--- src/rtl/muldiv_sequencer.sv ---
// muldiv_sequencer
// ----------------
// Multi-cycle execute-stage unit for the RV32M operations. An accepted
// request latches its operands, then either runs a MUL_CYCLES-deep multiply
// pipeline or a radix-2 restoring divider (one quotient bit per cycle). The
// result is presented for exactly one cycle (DONE) and held afterwards.
//
// alucontrol encoding (shared with the ALU decoder): the eight M-extension
// operations occupy 5'b10xxx, with the low three bits selecting
// MUL, MULH, MULHSU, MULHU, DIV, DIVU, REM, REMU in that order.
//
// Ports:
//   clk          core clock
//   reset        asynchronous active-high reset
//   start        execute-stage instruction valid with an M-extension op
//   flush        kill in-flight op (branch mispredict / trap)
//   alucontrol   operation select
//   src_a        rs1 / dividend / multiplicand
//   src_b        rs2 / divisor / multiplier
//   busy         unit is not idle
//   stall        hold IF/ID/EX (combinational)
//   result_valid one-cycle result pulse
//   result       M-op result, meaningful with result_valid, held until the next
module muldiv_sequencer #(
  parameter int XLEN       = 32,
  parameter int MUL_CYCLES = 2
) (
  input  logic            clk,
  input  logic            reset,
  input  logic            start,
  input  logic            flush,
  input  logic [4:0]      alucontrol,
  input  logic [XLEN-1:0] src_a,
  input  logic [XLEN-1:0] src_b,
  output logic            busy,
  output logic            stall,
  output logic            result_valid,
  output logic [XLEN-1:0] result
);

  localparam logic [4:0] ALU_MUL    = 5'b10000;
  localparam logic [4:0] ALU_MULH   = 5'b10001;
  localparam logic [4:0] ALU_MULHSU = 5'b10010;
  localparam logic [4:0] ALU_MULHU  = 5'b10011;
  localparam logic [4:0] ALU_DIV    = 5'b10100;
  localparam logic [4:0] ALU_DIVU   = 5'b10101;
  localparam logic [4:0] ALU_REM    = 5'b10110;
  localparam logic [4:0] ALU_REMU   = 5'b10111;

  localparam int CNT_MAX = (XLEN > MUL_CYCLES) ? XLEN : MUL_CYCLES;
  localparam int CW      = $clog2(CNT_MAX + 1);

  localparam logic [XLEN-1:0] MOST_NEG = {1'b1, {(XLEN-1){1'b0}}};

  typedef enum logic [1:0] {
    S_IDLE,
    S_MUL,
    S_DIV,
    S_DONE
  } state_t;

  function automatic logic [XLEN-1:0] f_neg(input logic [XLEN-1:0] x);
    return (~x) + {{(XLEN-1){1'b0}}, 1'b1};
  endfunction

  function automatic logic [XLEN-1:0] f_abs(input logic [XLEN-1:0] x);
    return x[XLEN-1] ? f_neg(x) : x;
  endfunction

  state_t              r_state;
  state_t              w_next;

  logic [2:0]          r_op;
  logic [XLEN-1:0]     r_a;
  logic [XLEN-1:0]     r_b;
  logic [CW-1:0]       r_cnt;
  logic [XLEN-1:0]     r_quo;
  logic [XLEN-1:0]     r_rem;
  logic [XLEN-1:0]     r_divisor;
  logic                r_quot_neg;
  logic                r_rem_neg;
  logic                r_special;
  logic [XLEN-1:0]     r_result;
  logic [2*XLEN-1:0]   r_prod_p [MUL_CYCLES];

  logic                w_is_m;
  logic                w_accept;
  logic                w_div_signed_in;
  logic                w_div_special;
  logic [XLEN-1:0]     w_spec_val;
  logic                w_a_sgn;
  logic                w_b_sgn;
  logic [2*XLEN-1:0]   w_a_ext;
  logic [2*XLEN-1:0]   w_b_ext;
  logic [2*XLEN-1:0]   w_prod;
  logic [XLEN:0]       w_shift;
  logic                w_ge;
  logic [XLEN-1:0]     w_diff;
  logic [XLEN-1:0]     w_done_val;

  // Operation decode on the incoming request
  always_comb begin
    w_is_m          = 1'b0;
    w_div_signed_in = 1'b0;
    case (alucontrol)
      ALU_MUL, ALU_MULH, ALU_MULHSU, ALU_MULHU, ALU_DIVU, ALU_REMU: w_is_m = 1'b1;
      ALU_DIV, ALU_REM: begin
        w_is_m          = 1'b1;
        w_div_signed_in = 1'b1;
      end
      default: ;
    endcase
  end

  // State register
  always_ff @(posedge clk or posedge reset) begin
    if (reset) r_state <= S_IDLE;
    else       r_state <= w_next;
  end

  // Next state and control outputs
  always_comb begin
    w_next       = r_state;
    w_accept     = 1'b0;
    busy         = (r_state != S_IDLE);
    stall        = 1'b0;
    result_valid = 1'b0;
    case (r_state)
      S_IDLE: begin
        if (start && w_is_m && !flush) begin
          w_accept = 1'b1;
          stall    = 1'b1;
          w_next   = alucontrol[2] ? S_DIV : S_MUL;
        end
      end
      S_MUL: begin
        stall = 1'b1;
        if (r_cnt == CW'(MUL_CYCLES - 1)) w_next = S_DONE;
      end
      S_DIV: begin
        stall = 1'b1;
        // Special cases are resolved on the first divide cycle only.
        if ((r_cnt == '0 && w_div_special) || r_cnt == CW'(XLEN - 1)) w_next = S_DONE;
      end
      S_DONE: begin
        result_valid = !flush;
        w_next       = S_IDLE;
      end
      default: w_next = S_IDLE;
    endcase
    if (flush) w_next = S_IDLE;
  end

  // Multiplier operand extension: MULH signs both, MULHSU only src_a.
  assign w_a_sgn = ((r_op == 3'd1) || (r_op == 3'd2)) && r_a[XLEN-1];
  assign w_b_sgn = (r_op == 3'd1) && r_b[XLEN-1];
  assign w_a_ext = {{XLEN{w_a_sgn}}, r_a};
  assign w_b_ext = {{XLEN{w_b_sgn}}, r_b};
  assign w_prod  = w_a_ext * w_b_ext;

  // Multiply pipeline: stage 0 captures the product, later stages delay it
  always_ff @(posedge clk or posedge reset) begin
    if (reset) begin
      for (int i = 0; i < MUL_CYCLES; i++) r_prod_p[i] <= '0;
    end else begin
      r_prod_p[0] <= w_prod;
      for (int i = 1; i < MUL_CYCLES; i++) r_prod_p[i] <= r_prod_p[i-1];
    end
  end

  // Divider step: shift in the next dividend bit and try a subtraction.
  // Because the partial remainder stays below the divisor, a successful
  // subtraction always fits in XLEN bits.
  assign w_shift = {r_rem, r_quo[XLEN-1]};
  assign w_ge    = (w_shift >= {1'b0, r_divisor});
  assign w_diff  = w_shift[XLEN-1:0] - r_divisor;

  assign w_div_special = (r_b == '0) ||
                         (!r_op[0] && (r_a == MOST_NEG) && (r_b == '1));

  always_comb begin
    w_spec_val = '0;
    if (r_b == '0) w_spec_val = r_op[1] ? r_a : '1;
    else           w_spec_val = r_op[1] ? '0 : r_a;
  end

  // Final value presented in DONE
  always_comb begin
    w_done_val = '0;
    if (!r_op[2]) begin
      w_done_val = (r_op[1:0] == 2'd0) ? r_prod_p[MUL_CYCLES-1][XLEN-1:0]
                                       : r_prod_p[MUL_CYCLES-1][2*XLEN-1:XLEN];
    end else if (r_special) begin
      w_done_val = w_spec_val;
    end else if (r_op[1]) begin
      w_done_val = r_rem_neg ? f_neg(r_rem) : r_rem;
    end else begin
      w_done_val = r_quot_neg ? f_neg(r_quo) : r_quo;
    end
  end

  // Operand latch, iteration counter and divider datapath
  always_ff @(posedge clk or posedge reset) begin
    if (reset) begin
      r_op       <= '0;
      r_a        <= '0;
      r_b        <= '0;
      r_cnt      <= '0;
      r_quo      <= '0;
      r_rem      <= '0;
      r_divisor  <= '0;
      r_quot_neg <= 1'b0;
      r_rem_neg  <= 1'b0;
      r_special  <= 1'b0;
      r_result   <= '0;
    end else begin
      if (w_accept) begin
        r_op       <= alucontrol[2:0];
        r_a        <= src_a;
        r_b        <= src_b;
        r_cnt      <= '0;
        r_rem      <= '0;
        r_special  <= 1'b0;
        r_quo      <= w_div_signed_in ? f_abs(src_a) : src_a;
        r_divisor  <= w_div_signed_in ? f_abs(src_b) : src_b;
        r_quot_neg <= w_div_signed_in && (src_a[XLEN-1] ^ src_b[XLEN-1]);
        r_rem_neg  <= w_div_signed_in && src_a[XLEN-1];
      end else if (r_state == S_MUL) begin
        r_cnt <= r_cnt + 1'b1;
      end else if (r_state == S_DIV) begin
        r_cnt <= r_cnt + 1'b1;
        if (r_cnt == '0 && w_div_special) begin
          r_special <= 1'b1;
        end else begin
          r_rem <= w_ge ? w_diff : w_shift[XLEN-1:0];
          r_quo <= {r_quo[XLEN-2:0], w_ge};
        end
      end
      // A flushed DONE keeps the previously delivered result.
      if (r_state == S_DONE && !flush) r_result <= w_done_val;
    end
  end

  assign result = (r_state == S_DONE) ? w_done_val : r_result;

endmodule

--- config.mk ---
export PLATFORM = sky130hd
export DESIGN_NAME = muldiv_sequencer
export DESIGN_NICKNAME = d
export VERILOG_FILES = /design/src/rtl/muldiv_sequencer.sv
export SDC_FILE = /design/constraint.sdc
export NUM_CORES = 2
export LEC_CHECK = 0
export CAP_MARGIN = 5
export CORE_MARGIN = 3
export CORE_UTILIZATION = 55
export CTS_CLUSTER_DIAMETER = 60
export DETAILED_ROUTE_END_ITERATION = 10
export PLACE_DENSITY = 0.75
export RECOVER_POWER = 100
export SYNTH_ARGS = -nofsm -noshare
export SYNTH_HDL_FRONTEND = slang
export SYNTH_SLANG_ARGS = --single-unit
export TNS_END_PERCENT = 1
--- constraint.sdc ---
create_clock -name clk -period 9.4 [get_ports clk]
set_clock_uncertainty 0.15 [all_clocks]
set_input_delay 0.94 -clock clk [delete_from_list [all_inputs] [get_ports clk]]
set_output_delay 0.94 -clock clk [all_outputs]
set_load 0.005 [all_outputs]
==> metrics.csv <==
stage,metric,value,unit
clocking,Resized Gates After CTS,0,
die,die area,0.106,mm2
setup_path,Worst Path Arrival,9.48,ns
grt,first-pass GRT wire length,265000,um
setup_path,crit end category,flop,
clocking,Clock transition at path regs,0.06,ns
cells_and_area,Final Util,59.5,%
worst_hold_path,worst min path class,flop to flop,
sta,fin. max-slew vios,741,
yosys,Synth Area per Inst,9.01,um2
route,Detailed Route WL,168000,um
clocking,Max Root-Sink Buffers,3,
grt,largest net degree at the start of global routing,153,
yosys,most frequent cells after synthesis,"inv_1, nand2_1, fa_1",
yosys,number of synthesized flops with an enable pin,0,
sta,Final setup viols,0,
sta,PnR worst setup slack,0.258,ns
route,number of routed nets with antenna violations,0,
die,die width,325,um
yosys,xor/xnor share of the synthesized area,3.41,%
yosys,Post-Synthesis Cells,6213,
yosys,Area contributors post-synth,"fa_1, dfrtp_1, inv_1, nand2_1, ha_1",
die,Initial Util,55.6,%
setup_path,critical path required time,9.74,ns
place,RD Place Congestion,0.978,
clocking,number of buffers created by CTS,42,
sta,Fin. Hold Viols,0,
yosys,post-synthesis adder-cell area fraction,46.2,%
setup_path,"Slowest-stage cell, CP",clkbuf_1,
die,cell row count,116,
yosys,main combinational cell family by area after synthesis,adder cells,
yosys,register area share after synthesis,14.9,%
setup_path,CP Launch Type,flop,
setup_path,"Max FO, Critical Path",23,
setup_path,"most used cell, CP",fa_1,
yosys,Syn Nets,7668,
place,DPL Wire Length,134000,um
clocking,post-cts hold buffer count,0,
sta,period utilisation layout,97.3,%
route,vias per cell,5.79,
yosys,most numerous cell in the Yosys netlist,inv_1,
route,DR pass1 iterations,9,
flow_run,max cap viols,9,
grt,GRT Resource Usage Total,32.4,%
yosys,Synth Area in Compound Gates,7.66,%
clocking,clk sinks,333,
route,1st-iter DRT viols,3933,
sta,fin crit period,9.14,ns
place,pre-CTS worst setup slack,0.539,ns
cells_and_area,Filler cells,8549,
cells_and_area,layout cell share with drive strength beyond 1,4.50,%
outcome,status,"complete, but fails checks",
setup_path,Crit Path Category,flop to flop,
sta,Setup TNS,0,ns
setup_path,flop2flop setup slack,0.26,ns
cells_and_area,final net count,7582,
yosys,mux cell area share after synthesis,1.37,%
place,Port Buffer Count,107,
die,Die Y-Extent,325,um
clocking,Clock Latency Late Sink,0.58,ns
clocking,CTS Root Cell,clkbuf_16,
route,WL per Instance,22.3,um
grt,initial antenna violation count,11,
yosys,Yosys warning total,0,
clocking,post-CTS setup buffer count,0,
sta,max frequency,109,MHz
grt,vias in the first global route,46300,
die,Core Region,0.101,mm2
yosys,area fraction of the dominant cell type after synthesis,40.3,%
clocking,depth of the CTS H-tree,2,
die,# IOs,108,
route,drt drc,0,
cells_and_area,post-route cell area,0.0599,mm2
route,vias,43500,
yosys,Yosys top cell by area,fa_1,
yosys,ys async rst share,100,%
grt,grt ovf,0,
sta,Max-slew headroom,-163,%
yosys,"Cell Area, Synth",0.0560,mm2
yosys,"FF+latch count, synth",333,
setup_path,Worst path max stage delay,1.12,ns
yosys,Synth Area in Simple Gates,15.9,%
cells_and_area,Area Growth Syn to Fin,6.96,%
sta,Slew @ Worst Pin,3.95,ns
yosys,Post-synth top flop,dfrtp_1,
place,Placed Area,0.0585,mm2
yosys,number of library cell types mapped by synthesis,83,
sta,RSZ-0062 raised after global routing,no,
clocking,CTS tree,yes,
outcome,failing checks,"capacitance limit, slew limit",
-- routing by layer --
metal / track usage, % / up-vias / part of all wire (%)
li1: - / 18600 / -
met1: 42.6 / 22200 / 38
met2: 51.8 / 2230 / 46
met3: 6.51 / 516 / 10
met4: 15.8 / 4 / 6.0
met5: 0 / - / 0.016
-- worst max-delay path, delay by kind of cell (launching register included) --
family	cells	cell delay (ns)
adder cells (fa/ha/maj)	9	3.98
AND/OR/NAND/NOR	3	0.67
AO/OA/AOI/OAI	7	1.82
flip-flops	1	0.79
buffers and inverters	5	1.48
XOR/XNOR	1	0.18
-- sequential cells by signal (all words and copies together), names as in the netlist --
name,flops
r_prod_p,128
r_a,32
r_b,32
r_quo,32
r_rem,32
r_result,32
r_divisor,31
r_cnt,6
r_op,3
r_state,2
r_quot_neg,1
r_rem_neg,1
r_special,1
-- cell usage in the layout, fill, tap and decap left out, types with 17 or more instances in the layout --
master | netlist | routed
fa_1 | 1126 | 1126
nand3_1 | 58 | 58
ha_1 | 256 | 256
nand2_1 | 1135 | 1134
o31ai_1 | 37 | 37
nor2_1 | 163 | 162
and3_1 | 22 | 22
dfrtp_1 | 333 | 328
mux2i_1 | 26 | 26
clkdlybuf4s50_1 | 0 | 77
a21o_1 | 48 | 48
dlygate4sd3_1 | 0 | 30
xor2_1 | 94 | 94
and2_1 | 372 | 366
xnor2_1 | 124 | 124
o21ai_0 | 198 | 205
nand4_1 | 17 | 17
inv_1 | 1203 | 1202
a211oi_1 | 27 | 27
a21oi_1 | 197 | 197
o311ai_0 | 20 | 21
clkbuf_1 | 355 | 18
nor4_1 | 21 | 21
mux2_2 | 45 | 38
nor3_1 | 26 | 25
or3_1 | 18 | 18
buf_4 | 0 | 120
nor2b_1 | 28 | 28
clkbuf_16 | 0 | 42
-- path summary, 6_finish.rpt --
| path | from | endpoint | depth (start not counted) |
|---|---|---|---|
| worst max register to register | r_a[0] | r_prod_p[127] | 25 |
| min in group asynchronous | reset | r_rem[24] | 3 |
| worst min register to register | r_prod_p[86] | r_prod_p[22] | 0 |
| worst max-delay path | r_a[0] | r_prod_p[127] | 25 |
| max in group asynchronous | reset | r_op[1] | 4 |
| worst min-delay path | r_prod_p[86] | r_prod_p[22] | 0 |
-- metrics by stage --
stage	std cells	hold WS (ns)
after floorplan	6213	0.181
after detailed placement	7440	0.185
after CTS	7516	0.194
final	7524	0.194
after global routing	7516	0.195
after global placement	7440	0.182
-- final cells by class --
class	instances	area [um2]	share of cell area, %
inverter	1204	4520	7.56
multi-input combinational	4299	41700	69.7
sequential	333	8340	13.9
antenna	8	20.0	0.0334
clock inverter	22	245	0.410
tap	1357	1700	2.84
timing repair buffer	247	2180	3.64
clock buffer	54	1150	1.91
-- cells by family (layout without fill, tap and decap cells) --
family                     after synthesis  count (layout)
xor gates and xnor gates               218             218
muxes                                   71              71
other                                    0               8
adders and majority gates             1392            1392
DFF                                    333             333
buffers and inverters                 1581            1527
and+or+nand+nor                       1935            1935
AOI/OAI and AO/OA                      683             683
Power is not shown: default switching activity piles up to over one toggle a cycle in this logic, so the estimate is an artifact.
